`src/rtl/vector_instr_queue.sv`:
```
// Vector instruction queue: circular FIFO of {instr, rs1, rs2} between the scalar core and the vector scheduler.
// Optional empty-queue bypass is enabled by defining VIQ_BYPASS_EN.
module vector_instr_queue #(
  parameter int DEPTH = 4
) (
  input  logic                       clk,
  input  logic                       rst,
  input  logic                       instr_vld_i,
  input  logic [31:0]                vector_instr_i,
  input  logic [31:0]                rs1_i,
  input  logic [31:0]                rs2_i,
  output logic                       vector_stall_o,
  input  logic                       sched_stall_i,
  output logic [31:0]                vector_instr_o,
  output logic [31:0]                scalar_rs1_o,
  output logic [31:0]                scalar_rs2_o,
  input  logic                       flush_i,
  output logic [$clog2(DEPTH):0]     count_o,
  output logic                       empty_o
);

  localparam int PW = (DEPTH > 1) ? $clog2(DEPTH) : 1;
  localparam int CW = $clog2(DEPTH) + 1;
  localparam logic [PW-1:0] PTR_ONE = 1;
  localparam logic [CW-1:0] CNT_ONE = 1;
  localparam logic [CW-1:0] CNT_FULL = CW'(DEPTH);

  logic [31:0]   instr_mem [DEPTH];
  logic [31:0]   rs1_mem   [DEPTH];
  logic [31:0]   rs2_mem   [DEPTH];
  logic [PW-1:0] wr_ptr;
  logic [PW-1:0] rd_ptr;
  logic [CW-1:0] count;
  logic          full;
  logic          empty;
  logic          bypass;
  logic          push;
  logic          pop;

  assign full  = (count == CNT_FULL);
  assign empty = (count == '0);

`ifdef VIQ_BYPASS_EN
  // Empty queue with a ready scheduler: hand the input straight through, nothing is stored.
  assign bypass = empty && instr_vld_i && !sched_stall_i && !flush_i;
`else
  assign bypass = 1'b0;
`endif

  assign push = instr_vld_i && !full && !flush_i && !bypass;
  assign pop  = !empty && !sched_stall_i && !flush_i;

  always_ff @(posedge clk) begin
    if (rst) begin
      wr_ptr <= '0;
      rd_ptr <= '0;
      count  <= '0;
    end else if (flush_i) begin
      wr_ptr <= '0;
      rd_ptr <= '0;
      count  <= '0;
    end else begin
      if (push) wr_ptr <= wr_ptr + PTR_ONE;
      if (pop)  rd_ptr <= rd_ptr + PTR_ONE;
      case ({push, pop})
        2'b10:   count <= count + CNT_ONE;
        2'b01:   count <= count - CNT_ONE;
        default: count <= count;
      endcase
    end
  end

  // Storage carries no reset; validity is tracked solely by the pointers and count.
  always_ff @(posedge clk) begin
    if (!rst && push) begin
      instr_mem[wr_ptr] <= vector_instr_i;
      rs1_mem[wr_ptr]   <= rs1_i;
      rs2_mem[wr_ptr]   <= rs2_i;
    end
  end

`ifdef VIQ_BYPASS_EN
  always_comb begin
    vector_instr_o = 32'h0;
    scalar_rs1_o   = 32'h0;
    scalar_rs2_o   = 32'h0;
    if (bypass) begin
      vector_instr_o = vector_instr_i;
      scalar_rs1_o   = rs1_i;
      scalar_rs2_o   = rs2_i;
    end else if (!empty) begin
      vector_instr_o = instr_mem[rd_ptr];
      scalar_rs1_o   = rs1_mem[rd_ptr];
      scalar_rs2_o   = rs2_mem[rd_ptr];
    end
  end
`else
  always_comb begin
    vector_instr_o = 32'h0;
    scalar_rs1_o   = 32'h0;
    scalar_rs2_o   = 32'h0;
    if (!empty) begin
      vector_instr_o = instr_mem[rd_ptr];
      scalar_rs1_o   = rs1_mem[rd_ptr];
      scalar_rs2_o   = rs2_mem[rd_ptr];
    end
  end
`endif

  assign vector_stall_o = full;
  assign count_o        = count;
  assign empty_o        = empty;

endmodule

```
`config.mk`:
```
export PLATFORM = sky130hd
export DESIGN_NAME = vector_instr_queue
export DESIGN_NICKNAME = d
export VERILOG_FILES = /design/src/rtl/vector_instr_queue.sv
export SDC_FILE = /design/constraint.sdc
export NUM_CORES = 1
export LEC_CHECK = 0
export ABC_AREA = 1
export BUFFER_PORTS_ARGS = -buffer_cell sky130_fd_sc_hd__buf_2
export CAP_MARGIN = 10
export CORE_UTILIZATION = 53
export DETAILED_ROUTE_END_ITERATION = 7
export PLACE_DENSITY = 0.75
export REMOVE_ABC_BUFFERS = 1
export SYNTH_ARGS = -nofsm -noshare
export SYNTH_HDL_FRONTEND = slang
export SYNTH_SLANG_ARGS = --single-unit
```
`constraint.sdc`:
```
create_clock -name clk -period 16.4 [get_ports clk]
set_clock_uncertainty 0.2 [all_clocks]
set_input_delay 2.46 -clock clk [delete_from_list [all_inputs] [get_ports clk]]
set_output_delay 2.46 -clock clk [all_outputs]
set_load 0.02 [all_outputs]
```
* After elaboration in Yosys (flattened, before gate mapping)
Memories as Yosys holds them, arrays and structs flattened. A register that Yosys moved wholly into a read port is not among the register bits.
Index checks and enable logic that the tools add are counted.
** Storage, ports and cells
- Bits in writable memories :: 384
- Output and inout bits :: 101
- Word-level logic and storage cells :: 38
- Bits of input ports :: 101
- Memories :: 3
- Register bits after elaboration :: 7
** Operators by class
- Equal/unequal tests :: 3
- Reduce and logical (&&, ||, !) cells :: 13
- $add $sub $neg :: 4
- Muxes and demuxes :: 12
** Memories
- instr_mem :: words 4, bits a word 32, rd ports 1, clocked after Yosys merged registers in 1, wr ports 1, line 28 : logic [31:0] instr_mem [DEPTH];
- rs1_mem :: words 4, bits a word 32, rd ports 1, clocked after Yosys merged registers in 1, wr ports 1, line 29 : logic [31:0] rs1_mem [DEPTH];
- rs2_mem :: words 4, bits a word 32, rd ports 1, clocked after Yosys merged registers in 1, wr ports 1, line 30 : logic [31:0] rs2_mem [DEPTH];
** Operators by type and width (number)
- $mux W32 :: 3
- $mux W2 :: 6
- $pmux W3 S2 :: 1
- $logic_and A1 B1 Y1 :: 5
- $logic_not A1 Y1 :: 5
- $add A2 B1 Y2 const B :: 2
- $add A3 B1 Y3 const B :: 1
- $eq A3 B3 Y1 const B :: 1
- $logic_not A3 Y1 :: 1
- $sub A3 B1 Y3 const B :: 1
- $eq A2 B1 Y1 const B :: 1
- $eq A2 B2 Y1 const B :: 1
- $mux W1 :: 2
- $reduce_bool A2 Y1 :: 1
- $reduce_or A2 Y1 :: 1

* Longest topological paths before layout
- Depth after elaboration :: 7
- Depth in mapped cells :: 13
- Mapped depth without buffers :: 13

* Worst setup path after synthesis
No wires, ideal clock.
- Path type :: input to register
- From :: in instr_vld_i
- To :: mem instr_mem[0][0], enable pin
- Library setup time :: 551 ps
- Arrival :: 7050 ps
- Slack :: 8599 ps
- Required time :: 15649 ps
- Path buffers :: 0
- Stages :: 5
- Cells stage by stage :: inv_1 nor2_1 nand2_1 or2_2 nor2_1
** On the way
- Cells in the longest elaborated chain, start to end :: 5
** Ends and longest elaborated chain
- from (decl) :: line 8 : input logic instr_vld_i,
- $logic_and A1 B1 Y1 (2 in a row) :: line 50 : assign push = instr_vld_i && !full && !flush_i && !bypass;
- $logic_and A1 B1 Y1 :: line 75 : if (!rst && push) begin
- $mux W1 :: line 75
- $mux W1 (not written as such) :: line 76 : instr_mem[wr_ptr] <= vector_instr_i;
- to (decl) :: line 28
Every way passes these cells.

==> results.md <==
* Vias in the first global route at 9300
* Die Area at 29600 um^2
* Achievable Freq at ~160 MHz
* Core region area at between 20000 and 30000 um^2
* First-pass GRT wire length at a little under 50000 um
* Final hold vios at 0
* Period utilization at between 30 and 40%
* Antenna viol nets, final at 0
* WP data arrival at between 3 and 4 ns
* Setup tns final at 0 ns
* Power per cell area at between 100 and 150 nW/um^2
* Gate Count Post-Synth at around 1200
* Clock sinks at 393
* Via-to-Cell Ratio at 5.40
* Pre-CTS WS at around 11 ns
* Final HPWL DP at 18100 um
* DR WL/cell at ~18 um
* Clock slew at reported path FFs at around 0.060 ns
* # DRC at 0
* Gp weighted congestion at around 0.8
* Area Growth Syn to Fin at 16.3%
* FF-to-FF End: rs1_mem[0][29]$_DFFE_PP_
* Detailed Routing Iterations Pass 1 at 5
* R2R setup slack at 13.11 ns
* Final Core Density at a little under two thirds
* Die Y-Extent at roughly 170 um
* Vias at 9730
* CTS resizes at 0
* H-tree levels at 2
* Critical Path End Type: output port
* Io pins at 202
* Worst r2r path cells at 6
* Setup violators final at 0
* Reg2reg start: count_o[1]$_SDFFE_PP0P_
* Synth Area per Inst at between 10 and 15 um^2
* Unrepaired setup endpoints after global routing: false
* Setup slack after layout at between 10 and 15 ns
* Post-CTS setup buffers at 0
* Maximum vdd ir drop at between 0.07 and 0.08 mV
* Slew Viols, Final at 0
* Antenna violations before repair at 9
* Netlist Area Pre-Place at around 15000 um^2
* Critical path fanouts, max at 109
* Final #Nets at between 1000 and 1500
* Clock buffer depth at 3
* Yosys cell types at 18
* Max-slew headroom at a little over a fifth
* Max cap viols at 0
* Synth warn at 0
* Required time of the critical path at ~14 ns
* Hold crit path type: flip-flop to flip-flop
* Hold Path Stages at 2
* Minimum clock period at a little over 6 ns
* Critical hold path startpoint: rd_ptr[1]$_SDFFE_PP0P_
* Actual slew at the worst max-slew pin at between 1 and 1.5 ns
* CTS Buf Count at 40
* Clock root buffer: clkbuf_16
* Port buffer count at ~200
* CTS tree: built
* Rows at between 60 and 70
* Largest net degree at the start of global routing at 110
* Sequential area share after synthesis at about 77%
* Status: finished, final reports clean
* Crit start category: flip-flop
* Leakage at 6.47 nW
* WL final at 33000 um
* Share of layout cells above drive strength 1 at ~20%
* WS Path Type: flip-flop to output port
* Initial core utilization at a little over half
* Die W at about 170 um
* Drt first-iter violations at 769
* FF+latch count, synth at just under 400
* GRT Total Usage at a little over a fifth
* Grt ovf at 0
* Cts hold-fix bufs at 0
* Pwr Total at about 2.1 mW
* Worst skew pair latency at roughly 0.53 ns
==> critical path, stage by stage, from the launching register on <==
cell     delay [ns]
dfxtp_4        0.53
inv_4          0.79
buf_4          0.73
o21ai_0        0.22
a21oi_1        0.30
buf_2          0.23
==> Yosys cell counts <==
cell,n,area (um^2)
o21ai_1,21,105
inv_1,18,67.6
buf_4,19,143
o21ai_0,172,861
or2_2,1,6.26
buf_1,5,18.8
clkbuf_1,29,109
buf_6,1,11.3
ha_1,5,62.6
nand2_1,17,63.8
edfxtp_1,384,11500
nor2_1,397,1490
nand3_1,5,25.0
a21oi_1,101,505
inv_2,3,11.3
dfxtp_1,9,180
fa_1,1,20.0
buf_2,19,95.1
==> per-stage QoR <==
step / instance area (um^2) / cells / hold slack, ns
6_report: 17800 / 1802 / 0.285
3_3_place_gp: 16500 / 1724 / 0.275
2_1_floorplan: 14900 / 1134 / 0.264
3_5_place_dp: 16500 / 1724 / 0.278
5_1_grt: 17800 / 1799 / 0.309
4_1_cts: 17800 / 1797 / 0.288
==> registers in the layout, indices dropped and copies added, names as in the netlist, named ones only <==
name,count
instr_mem,128
rs1_mem,128
rs2_mem,128
count_o,3
rd_ptr,2
wr_ptr,2
==> routing by layer <==
layer | wire, um | vias up | track usage, % | share of wire (%)
li1 | - | 4629 | - | -
met1 | 14200 | 4717 | 28.7 | 43
met2 | 15900 | 313 | 36.7 | 48
met3 | 2130 | 63 | 4.74 | 6.5
met4 | 700 | 8 | 7.16 | 2.1
met5 | 48 | - | 0 | 0.15
==> final cells by class <==
cell class | instances | area (um^2)
diodes | 5 | 12.5
flip-flops and latches | 393 | 11700
multi-input cells | 720 | 3170
fillers | 2153 | 10300
clock inverters | 26 | 200
repair buffers | 212 | 1090
well taps | 378 | 473
inverters | 21 | 83.8
clock buffers | 47 | 1050
==> power by group <==
| part | switching, mW | internal [mW] | leakage [nW] |
|---|---|---|---|
| clock network | 0.358 | 0.504 | 0.623 |
| logic | 0.0615 | 0.0248 | 2.31 |
| registers | 0.00277 | 1.11 | 3.54 |
| total | 0.423 | 1.64 | 6.47 |
==> worst max-delay path by stage <==
stage	endpoint	depth (start not counted)
5_1_grt	scalar_rs2_o[16]	5
3_3_place_gp	vector_instr_o[0]	5
3_5_place_dp	vector_instr_o[24]	5
4_1_cts	vector_instr_o[24]	5
6_report	vector_instr_o[24]	5
2_1_floorplan	vector_instr_o[30]	3
==> cells by family after synthesis <==
kind of cell | synth area share, %
flip-flops | 76.5
AND/OR/NAND/NOR | 10.4
AO/OA/AOI/OAI | 9.61
buffers and inverters | 2.98
adder cells (fa/ha/maj) | 0.540
==> cell usage in the layout, fill, tap and decap left out, drive strengths merged <==
| cell type | netlist | layout |
|---|---|---|
| o21ai | 193 | 193 |
| nand3 | 5 | 5 |
| nor2 | 397 | 397 |
| diode | 0 | 5 |
| a21oi | 101 | 101 |
| edfxtp | 384 | 384 |
| inv | 21 | 21 |
| buf | 44 | 212 |
| fa | 1 | 1 |
| ha | 5 | 5 |
| clkbuf | 29 | 47 |
| dfxtp | 9 | 9 |
| or2 | 1 | 1 |
| bufinv | 0 | 3 |
| clkinv | 0 | 23 |
| nand2 | 17 | 17 |
Note: power is estimated with default switching activity, not from simulation.
